===== src/rtl/uart_pkg.sv =====
// Shared definitions for the UART transmit path: FSM encoding, frame
// constants and the baud-counter terminal value helper.
package uart_pkg;

   typedef enum logic [1:0] {
      ST_IDLE  = 2'd0,
      ST_START = 2'd1,
      ST_DATA  = 2'd2,
      ST_STOP  = 2'd3
   } tx_state_t;

   localparam int unsigned DEFAULT_BAUD_DIV = 32'd434;
   localparam int unsigned DATA_BITS        = 32'd8;
   localparam int unsigned FRAME_BITS       = 32'd10;

   // Index of the last data bit inside a frame (bit counter is 3 bits wide).
   localparam logic [2:0]  LAST_BIT_IDX     = 3'(DATA_BITS - 32'd1);

   // Terminal value of the 16-bit baud counter for a given divider.
   function automatic logic [15:0] baud_last(input int unsigned div);
      return 16'(div - 32'd1);
   endfunction

endpackage


===== src/rtl/sync_fifo_byte.sv =====
// Byte-wide synchronous circular FIFO. Head byte is presented combinationally
// on dout; a byte pushed at one edge becomes poppable from the next edge on.
module sync_fifo_byte
   import uart_pkg::*;
#(
   parameter int unsigned FIFO_AW = 4
) (
   input  logic               clk,
   input  logic               rst_n,
   input  logic               push,
   input  logic               pop,
   input  logic [7:0]         din,
   output logic [7:0]         dout,
   output logic [FIFO_AW:0]   count,
   output logic               full,
   output logic               empty
);

   localparam int unsigned       DEPTH     = 32'd1 << FIFO_AW;
   localparam logic [FIFO_AW:0]  DEPTH_CNT = {1'b1, {FIFO_AW{1'b0}}};
   localparam logic [FIFO_AW:0]  CNT_ZERO  = {(FIFO_AW+1){1'b0}};

   logic [7:0]          mem_r [DEPTH];
   logic [FIFO_AW-1:0]  wr_ptr_r;
   logic [FIFO_AW-1:0]  rd_ptr_r;
   logic [FIFO_AW:0]    count_r;
   logic                push_ok_s;
   logic                pop_ok_s;

   // Qualify requests so the buffer can never over- or under-run.
   always_comb begin
      push_ok_s = push && (count_r != DEPTH_CNT);
      pop_ok_s  = pop && (count_r != CNT_ZERO);
   end

   // Storage array; contents need no reset because pointers define validity.
   always_ff @(posedge clk) begin
      if (push_ok_s) begin
         mem_r[wr_ptr_r] <= din;
      end
   end

   // Pointer and occupancy bookkeeping; push and pop together keep count.
   always_ff @(posedge clk or negedge rst_n) begin
      if (!rst_n) begin
         wr_ptr_r <= {FIFO_AW{1'b0}};
         rd_ptr_r <= {FIFO_AW{1'b0}};
         count_r  <= CNT_ZERO;
      end else begin
         if (push_ok_s) begin
            wr_ptr_r <= wr_ptr_r + FIFO_AW'(32'd1);
         end
         if (pop_ok_s) begin
            rd_ptr_r <= rd_ptr_r + FIFO_AW'(32'd1);
         end
         case ({push_ok_s, pop_ok_s})
            2'b10:   count_r <= count_r + (FIFO_AW+1)'(32'd1);
            2'b01:   count_r <= count_r - (FIFO_AW+1)'(32'd1);
            default: count_r <= count_r;
         endcase
      end
   end

   assign dout  = mem_r[rd_ptr_r];
   assign count = count_r;
   assign full  = (count_r == DEPTH_CNT);
   assign empty = (count_r == CNT_ZERO);

endmodule


===== src/rtl/uart_tx_fifo.sv =====
// Buffered 8N1 UART transmitter. Rising edges of the level-style write strobe
// enqueue one byte each; frames are shifted out LSB first, back to back when
// the buffer still holds data at the end of a stop bit.
module uart_tx_fifo
   import uart_pkg::*;
#(
   parameter int unsigned BAUD_DIV = DEFAULT_BAUD_DIV,
   parameter int unsigned FIFO_AW  = 4
) (
   input  logic       clk,
   input  logic       rst_n,
   input  logic [7:0] tx_in,
   input  logic       tx_write,
   output logic       txd,
   output logic       tx_busy,
   output logic       fifo_full,
   output logic       overflow
);

   localparam logic [15:0]      BAUD_LAST = baud_last(BAUD_DIV);
   localparam logic [FIFO_AW:0] CNT_ZERO  = {(FIFO_AW+1){1'b0}};

   logic             wr_d_r;
   logic             overflow_r;
   tx_state_t        state_r;
   tx_state_t        state_s;
   logic [15:0]      cnt_r;
   logic [15:0]      cnt_s;
   logic [2:0]       bit_idx_r;
   logic [2:0]       bit_idx_s;
   logic [7:0]       shift_r;
   logic [7:0]       shift_s;
   logic             txd_r;
   logic             txd_s;
   logic             rise_s;
   logic             push_s;
   logic             pop_s;
   logic [7:0]       fifo_dout_s;
   logic [FIFO_AW:0] fifo_count_s;
   logic             fifo_full_s;
   logic             fifo_empty_s;

   sync_fifo_byte #(
      .FIFO_AW (FIFO_AW)
   ) u_fifo (
      .clk   (clk),
      .rst_n (rst_n),
      .push  (push_s),
      .pop   (pop_s),
      .din   (tx_in),
      .dout  (fifo_dout_s),
      .count (fifo_count_s),
      .full  (fifo_full_s),
      .empty (fifo_empty_s)
   );

   // Write strobe edge detect; a held strobe yields a single accept.
   always_comb begin
      rise_s = tx_write && !wr_d_r;
      push_s = rise_s && !fifo_full_s;
   end

   // Strobe history and overflow pulse, judged on the pre-edge fill level.
   always_ff @(posedge clk or negedge rst_n) begin
      if (!rst_n) begin
         wr_d_r     <= 1'b0;
         overflow_r <= 1'b0;
      end else begin
         wr_d_r     <= tx_write;
         overflow_r <= rise_s && fifo_full_s;
      end
   end

   // Frame sequencer next-state: baud timing, bit shifting and FIFO pops.
   always_comb begin
      state_s   = state_r;
      cnt_s     = cnt_r;
      bit_idx_s = bit_idx_r;
      shift_s   = shift_r;
      txd_s     = txd_r;
      pop_s     = 1'b0;
      case (state_r)
         ST_IDLE: begin
            cnt_s = 16'd0;
            if (!fifo_empty_s) begin
               pop_s   = 1'b1;
               shift_s = fifo_dout_s;
               txd_s   = 1'b0;
               state_s = ST_START;
            end else begin
               txd_s   = 1'b1;
            end
         end
         ST_START: begin
            if (cnt_r == BAUD_LAST) begin
               cnt_s     = 16'd0;
               txd_s     = shift_r[0];
               bit_idx_s = 3'd0;
               state_s   = ST_DATA;
            end else begin
               cnt_s     = cnt_r + 16'd1;
            end
         end
         ST_DATA: begin
            if (cnt_r == BAUD_LAST) begin
               cnt_s = 16'd0;
               if (bit_idx_r == LAST_BIT_IDX) begin
                  txd_s   = 1'b1;
                  state_s = ST_STOP;
               end else begin
                  shift_s   = {1'b0, shift_r[7:1]};
                  txd_s     = shift_r[1];
                  bit_idx_s = bit_idx_r + 3'd1;
               end
            end else begin
               cnt_s = cnt_r + 16'd1;
            end
         end
         ST_STOP: begin
            if (cnt_r == BAUD_LAST) begin
               cnt_s = 16'd0;
               if (!fifo_empty_s) begin
                  // Next frame starts without an idle bit in between.
                  pop_s   = 1'b1;
                  shift_s = fifo_dout_s;
                  txd_s   = 1'b0;
                  state_s = ST_START;
               end else begin
                  txd_s   = 1'b1;
                  state_s = ST_IDLE;
               end
            end else begin
               cnt_s = cnt_r + 16'd1;
            end
         end
         default: begin
            cnt_s   = 16'd0;
            txd_s   = 1'b1;
            state_s = ST_IDLE;
         end
      endcase
   end

   // Frame sequencer registers; reset abandons any frame and idles the line.
   always_ff @(posedge clk or negedge rst_n) begin
      if (!rst_n) begin
         state_r   <= ST_IDLE;
         cnt_r     <= 16'd0;
         bit_idx_r <= 3'd0;
         shift_r   <= 8'd0;
         txd_r     <= 1'b1;
      end else begin
         state_r   <= state_s;
         cnt_r     <= cnt_s;
         bit_idx_r <= bit_idx_s;
         shift_r   <= shift_s;
         txd_r     <= txd_s;
      end
   end

   assign txd       = txd_r;
   assign tx_busy   = (state_r != ST_IDLE) || (fifo_count_s != CNT_ZERO);
   assign fifo_full = fifo_full_s;
   assign overflow  = overflow_r;

endmodule


===== config.mk =====
export PLATFORM = sky130hd
export DESIGN_NAME = uart_tx_fifo
export DESIGN_NICKNAME = d
export VERILOG_FILES = /design/src/rtl/uart_pkg.sv /design/src/rtl/sync_fifo_byte.sv /design/src/rtl/uart_tx_fifo.sv
export SDC_FILE = /design/constraint.sdc
export NUM_CORES = 1
export LEC_CHECK = 0
export BUFFER_PORTS_ARGS = -buffer_cell sky130_fd_sc_hd__buf_4
export CORE_ASPECT_RATIO = 1.1
export CORE_MARGIN = 2
export CORE_UTILIZATION = 40
export CTS_CLUSTER_DIAMETER = 80
export DETAILED_ROUTE_END_ITERATION = 7
export HOLD_SLACK_MARGIN = 0.12
export PLACE_DENSITY = 0.65
export SLEW_MARGIN = 20
export SYNTH_ARGS = -nofsm -noshare
export SYNTH_HDL_FRONTEND = slang
export SYNTH_HIERARCHICAL = 1
export SYNTH_SLANG_ARGS = --single-unit

===== constraint.sdc =====
create_clock -name clk -period 4.18 [get_ports clk]
set_clock_uncertainty 0.05 [all_clocks]
set_input_delay 0.836 -clock clk [delete_from_list [all_inputs] [get_ports clk]]
set_output_delay 0.836 -clock clk [all_outputs]
set_load 0.005 [all_outputs]

==> results of run 1 <==
## worst max-delay path: stages (launching register included)
cell	delay, ps
dfrtp_1	480
nor4_4	390
and4_2	280
a21oi_1	70
nor3_1	120
nor2b_1	420
ha_1	320
inv_1	100
fa_1	420
nor2b_1	150
o21ai_0	120
nand3_1	100
or3b_1	360
xnor2_1	130
## registers in the layout, indices dropped and copies added, names as in the netlist
name	count
shift_r	8
u_fifo/count	5
cnt_r	16
state_r	2
wr_d_r	1
overflow	1
txd	1
u_fifo/wr_ptr_r	4
u_fifo/rd_ptr_r	4
bit_idx_r	3
u_fifo/mem_r	128
## final cells by class
class / instances / area (µm²) / share of cell area
Clock inverter: 15 / 168 / 0.0196
Timing Repair Buffer: 22 / 178 / 0.0207
Clock buffer: 17 / 425 / 0.0496
Multi-Input combinational cell: 289 / 2470 / 0.288
Tap cell: 247 / 309 / 0.0361
Inverter: 13 / 48.8 / 0.00569
Sequential cell: 173 / 4970 / 0.580
## cells in the mapped netlist, drive strengths merged (5+ instances only)
| cell | count | area share |
|---|---|---|
| nor2 | 28 | 0.014 |
| nand4 | 7 | 0.0077 |
| and3 | 5 | 0.0043 |
| xor2 | 13 | 0.015 |
| clkbuf | 10 | 0.0049 |
| inv | 13 | 0.0064 |
| nand3 | 8 | 0.0052 |
| edfxtp | 128 | 0.50 |
| nor3 | 6 | 0.0039 |
| ha | 19 | 0.031 |
| mux4 | 16 | 0.047 |
| dfrtp | 44 | 0.14 |
| mux2i | 25 | 0.033 |
| buf | 15 | 0.016 |
| o21ai | 24 | 0.016 |
| a21oi | 13 | 0.0085 |
| mux2 | 26 | 0.043 |
| a22oi | 8 | 0.0079 |
| xnor2 | 9 | 0.010 |
| a221oi | 9 | 0.013 |
| nand2 | 27 | 0.014 |
## path summary, 6_finish.rpt
| check | startpoint | to | slack, ps |
|---|---|---|---|
| min reg2reg | u_fifo/count[4] | u_fifo/count[4] | 450 |
| min | rst_n | cnt_r[8] | 360 |
| max in group asynchronous | rst_n | u_fifo/rd_ptr_r[0] | 3290 |
| min in group clk | u_fifo/count[4] | u_fifo/count[4] | 450 |
| max reg2reg | cnt_r[6] | u_fifo/count[4] | 560 |
| max | cnt_r[6] | u_fifo/count[4] | 560 |
## report_power, final
group	internal (mW)	leakage, nW	total, mW	switching [mW]
Sequential	1.95	1.72	2.03	0.0747
Combinational	0.124	1.30	0.314	0.190
Clock	0.805	0.287	1.54	0.739
## stage by stage
stage               std cells  power (mW)  setup WS (ps)  hold WS [ps]
detailed placement        744        2.38            580           442
floorplan                 500        2.26           1100           421
global route              776        4.04            317           386
finish                    776        3.88            563           363
CTS                       776        3.92            557           367
global placement          744        2.36            730           439
## per-layer routing
metal,GRT usage,up-vias
met1,0.197,2087
met3,0.0350,13
li1,-,1929
met4,0.0568,0
met5,0,-
met2,0.259,74
## kinds of logic (layout without fill, tap and decap cells)
logic type | Yosys count | count (layout) | share of synthesized area
AO/OA/AOI/OAI | 65 | 65 | 0.0559
XOR/XNOR | 22 | 22 | 0.0252
adder cells (fa/ha/maj) | 20 | 20 | 0.0337
buffers and inverters | 38 | 67 | 0.0270
flip-flops | 173 | 173 | 0.650
multiplexers | 67 | 67 | 0.123
AND/OR/NAND/NOR | 115 | 115 | 0.0857
==> metrics.yaml, run 1 <==
run_status:
  outcome: "complete, no violations"
detailed_routing:
  drt-met1-wl_mm: 6.27
  ant_nets: 0
  via_per_inst: 5.29
  wl_met3_um: 513
  drt_iter0_drc: 204
  drc: 0
  top_layer_used: "met4"
  wl_per_cell_um: 18.6
  wl_met2_mm: 7.42
  dr.pass1.iters: 7
  vias: 4103
  wirelength_mm: 14.4
layout:
  num-fill-cells: 1618
  diodes: 0
  final_area_um2: 8570
  final_util: 0.454
  drive_gt1_frac: 0.208
  syn_to_final_growth_pct: 12.1
  final_cell_mix: "edfxtp_1 (128), dfrtp_1 (43), nor2_1 (28)"
  nNetsFinal: 547
  final_common_cell: "edfxtp_1"
floorplan:
  core_um2: 18900
  ios: 15
  fp.dieArea_um2: 20200
  dieHeight_um: 149
  fp.dieW_um: 136
  rows: 53
  initial_core_util: 0.405
pwr:
  ir_drop_mv: 0.293
  cellPowerDensity_nw_per_um2: 453
  p_leak_nw: 3.30
yosys:
  synth_ff_type: "edfxtp_1"
  yosysUniqueCellTypes: 57
  syn_area_um2: 7650
  async_flop_share: 0.260
  syn_inst: 500
  synth-edff-count: 128
  seq_area_frac_synth: 0.650
  ys_warn_count: 6
  avgSynthCellArea_um2: 15.3
  syn-num-nets: 531
  synth-seq-cells: 173
global_routing:
  grt_use_total: 0.155
  grt_max_degree: 46
  grt_pass1_wl_mm: 23.4
  grt_pass1_vias: 4245
  globalRouteOverflowTotal: 0
  antenna_found_initial: 0
timing:
  hold_violations: 0
  period_minus_slack_ps: 3620
  period_share: 0.865
  setup_tns_ps: 0
  slew_headroom: 0.370
  tightest_slew_ps: 945
  setup_violations: 0
  rsz0062_at_grt: "no"
  slew_viol_final: 0
  max_freq_mhz: 276
worst_setup_path:
  path_class: "register to register"
  crit_required_ps: 4440
  reg2regPathDepth: 13
  start_kind: "register"
  cp-end-kind: "register"
  worstPathArrival_ps: 3880
  crit_path_max_fanout: 7
placement:
  port_buffers: 14
  gp_congestion: 0.795
  placedInstanceArea_um2: 7980
  dp_hpwl_mm: 9.68
clock_tree:
  cts_resized: 0
  clockBufferDepth: 2
  cts_setup_buffers: 0
  cts_buffers: 17
  cts.clk_slew.worst_paths_ps: 70
  clk_latency_ps: 430
  cts_sinks: 173
  holdBufCountCts: 0
  cts.root.buffer_cell: "clkbuf_16"
  tritoncts: "done"
  htree_num_levels: 4
min_path:
  worstHoldPathType: "input pin to asynchronous set/reset pin"
job:
  drv_cap: 0
No activity file was read; power rests on OpenSTA's default activity.
==> run 2, diff against run 1 <==
--- a/config.mk
+++ b/config.mk
@@ -12,7 +12,7 @@
 export CTS_CLUSTER_DIAMETER = 80
 export DETAILED_ROUTE_END_ITERATION = 7
 export HOLD_SLACK_MARGIN = 0.12
-export PLACE_DENSITY = 0.65
+export PLACE_DENSITY = 0.67
 export SLEW_MARGIN = 20
 export SYNTH_ARGS = -nofsm -noshare
 export SYNTH_HDL_FRONTEND = slang
==> constraint.sdc (replaced) <==
create_clock -name clk -period 3.2 [get_ports clk]
set_clock_uncertainty 0.05 [all_clocks]
set_input_delay 0.64 -clock clk [delete_from_list [all_inputs] [get_ports clk]]
set_output_delay 0.64 -clock clk [all_outputs]
set_load 0.005 [all_outputs]
==> run 2 against run 1 <==
Cell area rose by 1.9%. Routed wire length down 0.30%. Via count rose by 2.6%. Utilization grew 0.84 points. Total power increased by 29%. Die area stayed put.
==> metrics.yaml, run 2 (same netlist as run 1, synthesis figures left out) <==
run_status:
  outcome: "complete, no violations"
layout:
  nNetsFinal: 569
  drive_gt1_frac: 0.247
  largest_reg_flops: 128
  final_common_cell: "edfxtp_1"
  top_regs: "u_fifo/mem_r (128), cnt_r (16), shift_r (8)"
  syn_to_final_growth_pct: 14.2
  final_cell_mix: "edfxtp_1 (128), buf_4 (43), dfrtp_1 (41)"
  largest-register: "u_fifo/mem_r"
  fin_cells: 797
  final_util: 0.462
  num-fill-cells: 1619
  diodes: 0
detailed_routing:
  dr.pass1.iters: 4
  vias: 4211
  drc: 0
  drt_iter0_drc: 269
  ant_nets: 0
  wirelength_mm: 14.4
  wl_per_cell_um: 18.1
  via_per_inst: 5.28
timing:
  hold_violations: 0
  period_share: 0.939
  rsz0062_at_grt: "no"
  layout_setup_ws_ps: 196
  holdWs_ps: 164
  period_minus_slack_ps: 3000
  slew_viol_final: 0
  setup_violations: 0
  slew_headroom: 0.478
  tightest_slew_ps: 780
  max_freq_mhz: 333
worst_setup_path:
  worstPathArrival_ps: 3260
  cp-end-kind: "register"
  crit_required_ps: 3460
  crit_path_max_fanout: 4
  path_class: "register to register"
  start_kind: "register"
  reg2regPathDepth: 15
placement:
  port_buffers: 14
  dpl.cell_count: 762
  pre_cts_ws_ps: -88.6
  gp_congestion: 0.813
  dp_hpwl_mm: 9.42
global_routing:
  grt_max_degree: 52
  grt_pass1_vias: 4370
  antenna_found_initial: 0
  grt_use_total: 0.152
  globalRouteOverflowTotal: 0
  grt_pass1_wl_mm: 23.1
pwr:
  ir_drop_mv: 0.368
  p_leak_nw: 3.39
  cellPowerDensity_nw_per_um2: 574
clock_tree:
  tritoncts: "done"
  cts_sinks: 173
  htree_num_levels: 4
  clockBufferDepth: 2
  clk_latency_ps: 430
  cts.root.buffer_cell: "clkbuf_16"
  cts.clk_slew.worst_paths_ps: 70
  holdBufCountCts: 0
  cts_buffers: 17
floorplan:
  rows: 53
  dieHeight_um: 149
  fp.dieArea_um2: 20200
  initial_core_util: 0.405
  core_um2: 18900
  fp.dieW_um: 136
  ios: 15
min_path:
  worstHoldPathType: "input pin to asynchronous set/reset pin"
job:
  drv_cap: 0
==> run 2: cell types whose count changed in the layout (fill, tap and decap cells not counted), sizes merged <==
cell      delta
inv          -2
buf         +22
clkinvlp     +2
clkinv       -1
==> run 2: worst max-delay path: stages, from the launching register on <==
cell     delay (ps)
dfrtp_1         390
inv_1            60
ha_1            130
nor3b_4         200
and4_4          250
a21oi_1          70
nor3_1          130
nor2b_4         200
ha_4            160
inv_1            70
fa_1            400
nor2b_1         120
o21ai_1          90
nand3_1          90
or3b_1          360
xnor2_1         130
==> run 2: per-stage QoR <==
| stage | TNS [ps] | instance area [µm²] | total power [mW] |
|---|---|---|---|
| after CTS | 0 | 8680 | 5.05 |
| after global routing | 0 | 8730 | 5.20 |
| final | 0 | 8730 | 5.01 |
| after global placement | 0 | 8110 | 3.09 |
| after detailed placement | -88.6 | 8110 | 3.11 |
| after floorplan | 0 | 7650 | 2.95 |
==> run 2: metal layers <==
metal	vias to the layer above	routed length, µm	GRT usage
met1	2140	6560	0.202
li1	1975	-	-
met2	83	7220	0.245
met4	0	155	0.0526
met5	-	0	0
met3	13	454	0.0353
==> run 2: path summary, 6_finish.rpt <==
path | startpoint | slack, ps | endpoint
max in group asynchronous | rst_n | 2500 | u_fifo/rd_ptr_r[0]
max reg2reg | cnt_r[1] | 200 | u_fifo/count[4]
min in group clk | tx_write | 290 | wr_d_r
min | rst_n | 160 | overflow
max | cnt_r[1] | 200 | u_fifo/count[4]
min reg2reg | shift_r[2] | 460 | shift_r[2]
==> run 2: final cells by class <==
type	count	area [µm²]	area share
Sequential cell	173	4970	0.570
Clock inverter	14	131	0.0150
Inverter	13	48.8	0.00559
Tap cell	247	309	0.0354
Clock buffer	17	425	0.0487
Multi-Input combinational cell	289	2500	0.286
Timing Repair Buffer	44	343	0.0393
==> run 2: power by group <==
group / internal (mW) / leakage (nW) / switching, mW / total [mW]
clock: 1.02 / 0.266 / 0.917 / 1.94
combinational: 0.174 / 1.41 / 0.249 / 0.423
sequential: 2.55 / 1.72 / 0.100 / 2.65
total: 3.74 / 3.39 / 1.27 / 5.01
==> run 2: repair_timing <==
action,4_1_cts,5_1_grt
gates resized for setup,3,6
endpoints found under the setup margin,1,1
setup buffers,0,4
endpoints found under the hold margin,0,0
pin swaps,0,2
==> run 3, diff against run 2 <==
--- a/config.mk
+++ b/config.mk
@@ -5,14 +5,15 @@
 export SDC_FILE = /design/constraint.sdc
 export NUM_CORES = 1
 export LEC_CHECK = 0
+export ABC_CLOCK_PERIOD_IN_PS = 3200
 export BUFFER_PORTS_ARGS = -buffer_cell sky130_fd_sc_hd__buf_4
+export CAP_MARGIN = 0
 export CORE_ASPECT_RATIO = 1.1
 export CORE_MARGIN = 2
 export CORE_UTILIZATION = 40
 export CTS_CLUSTER_DIAMETER = 80
 export DETAILED_ROUTE_END_ITERATION = 7
 export HOLD_SLACK_MARGIN = 0.12
-export PLACE_DENSITY = 0.67
 export SLEW_MARGIN = 20
 export SYNTH_ARGS = -nofsm -noshare
 export SYNTH_HDL_FRONTEND = slang
==> run 3 against run 2 <==
Combinational power rose by 3%. Largest power group unchanged. Maximum frequency rose by 1.3%. Setup slack better by 37 ps. Global-route usage grew 0.96 points. Routed wire length is 3.4% higher. Register-to-register slack improved by 40 ps. Critical path depth unchanged.
==> metrics.yaml, run 3 (same netlist as run 1, synthesis figures left out) <==
detailed_routing:
  wl_per_cell_um: 18.8
  via_per_inst: 5.29
  drc: 0
  drt_iter0_drc: 248
  vias: 4193
  dr.pass1.iters: 4
  wirelength_mm: 14.9
  ant_nets: 0
floorplan:
  ios: 15
  fp.dieArea_um2: 20200
  initial_core_util: 0.405
  dieHeight_um: 149
  rows: 53
  core_um2: 18900
  fp.dieW_um: 136
timing:
  tightest_slew_ps: 725
  holdWs_ps: 158
  setup_violations: 0
  slew_headroom: 0.515
  period_share: 0.927
  period_minus_slack_ps: 2970
  slew_viol_final: 0
  hold_violations: 0
  max_freq_mhz: 337
worst_setup_path:
  max_stage_delay_ps: 410
  r2r-end: "u_fifo/count[4]"
  crit_required_ps: 3460
  path_buf_inv: 2
  crit_path_max_fanout: 4
  regToRegSetupSlack_ps: 230
  worstPathArrival_ps: 3230
  start_kind: "register"
  reg2regPathDepth: 15
  reg2reg_from: "cnt_r[1]"
  cp-end-kind: "register"
  crit_family: "simple AND/OR/NAND/NOR gates"
  cpMostUsedCell: "inv_1"
  cpMaxStageDelayCell: "dfrtp_1"
  path_class: "register to register"
  worstPathCellList: "inv_1, ha_1, nor3b_4, and4_4, a21oi_1, nor3_1, nor2b_4, ha_4, inv_1, fa_2, nor2b_1, o21ai_1, nand3_1, or3b_1, xnor2_1"
pwr:
  p_sw_frac: 0.249
  pwr-share-clk: 0.395
  p_leak_nw: 3.38
  cellPowerDensity_nw_per_um2: 586
  comb_power_share: 0.086
  ir_drop_mv: 0.422
  power_frac_seq: 0.519
  p_int_mw: 3.83
  power_switching_mw: 1.27
layout:
  num-fill-cells: 1650
  final_common_cell: "edfxtp_1"
  final_cell_mix: "edfxtp_1 (128), dfrtp_1 (43), buf_4 (37)"
  largest-register: "u_fifo/mem_r"
  largest_reg_flops: 128
  diodes: 0
  syn_to_final_growth_pct: 13.8
  nNetsFinal: 563
  drive_gt1_frac: 0.237
  seq_area_um2: 4970
  multi_input_area_um2: 2500
  top_regs: "u_fifo/mem_r (128), cnt_r (16), shift_r (8)"
  fin_cells: 792
clock_tree:
  cts_setup_buffers: 0
  cts.clk_slew.worst_paths_ps: 70
  clockBufferDepth: 2
  cts.root.buffer_cell: "clkbuf_16"
  clk_latency_ps: 430
  tritoncts: "done"
  cts_sinks: 173
  htree_num_levels: 4
  cts_resized: 0
  holdBufCountCts: 0
  cts_buffers: 17
run_status:
  outcome: "complete, no violations"
global_routing:
  grt_use_total: 0.161
  globalRouteOverflowTotal: 0
  grt_pass1_wl_mm: 24.2
  grt_max_degree: 52
  grt_pass1_vias: 4300
  antenna_found_initial: 0
placement:
  gp_congestion: 0.778
  dp_hpwl_mm: 9.82
  dpl.cell_count: 760
  port_buffers: 14
job:
  drv_cap: 0
min_path:
  worstHoldPathType: "input pin to asynchronous set/reset pin"
==> run 3: power groups by stage <==
stage | registers (mW) | clock network, mW | logic, mW
after CTS | 2.65 | 2.06 | 0.436
after global routing | 2.67 | 2.16 | 0.489
final | 2.65 | 2.01 | 0.437
after floorplan | 2.65 | 0 | 0.297
after detailed placement | 2.70 | 0 | 0.433
after global placement | 2.69 | 0 | 0.413
==> run 3: worst max path at each step <==
stage,startpoint,cells past startpoint,end
after floorplan,cnt_r[6],14,u_fifo/count[4]
after global placement,cnt_r[12],13,u_fifo/count[4]
after detailed placement,cnt_r[12],13,u_fifo/count[4]
after CTS,cnt_r[12],13,u_fifo/count[4]
after global routing,cnt_r[1],15,u_fifo/count[4]
final,cnt_r[1],15,u_fifo/count[4]
==> run 3: through the flow <==
step	utilization	TNS, ps	cell area (µm²)	worst slack [ps]	power, mW
3_5_place_dp	0.429	0	8100	57.0	3.13
4_1_cts	0.459	0	8670	27.6	5.15
5_1_grt	0.461	-1.47	8700	-1.47	5.31
2_1_floorplan	-	0	7650	118	2.95
3_3_place_gp	0.429	0	8100	98.1	3.10
6_report	0.461	0	8700	233	5.10
==> run 3: cell type report <==
cell class                 count  area share
clock buffer                  18      0.0493
clock inverter                14      0.0168
inverter                      13     0.00561
multi-input combinational    289       0.287
sequential                   173       0.571
tap                          247      0.0355
timing repair buffer          38      0.0342
==> run 3: per-layer routing <==
layer	part of all wire	track usage	vias up
met3	0.053	0.0381	12
met2	0.53	0.269	104
met4	0.011	0.0526	0
li1	-	-	1948
met5	0	0	-
met1	0.41	0.209	2129
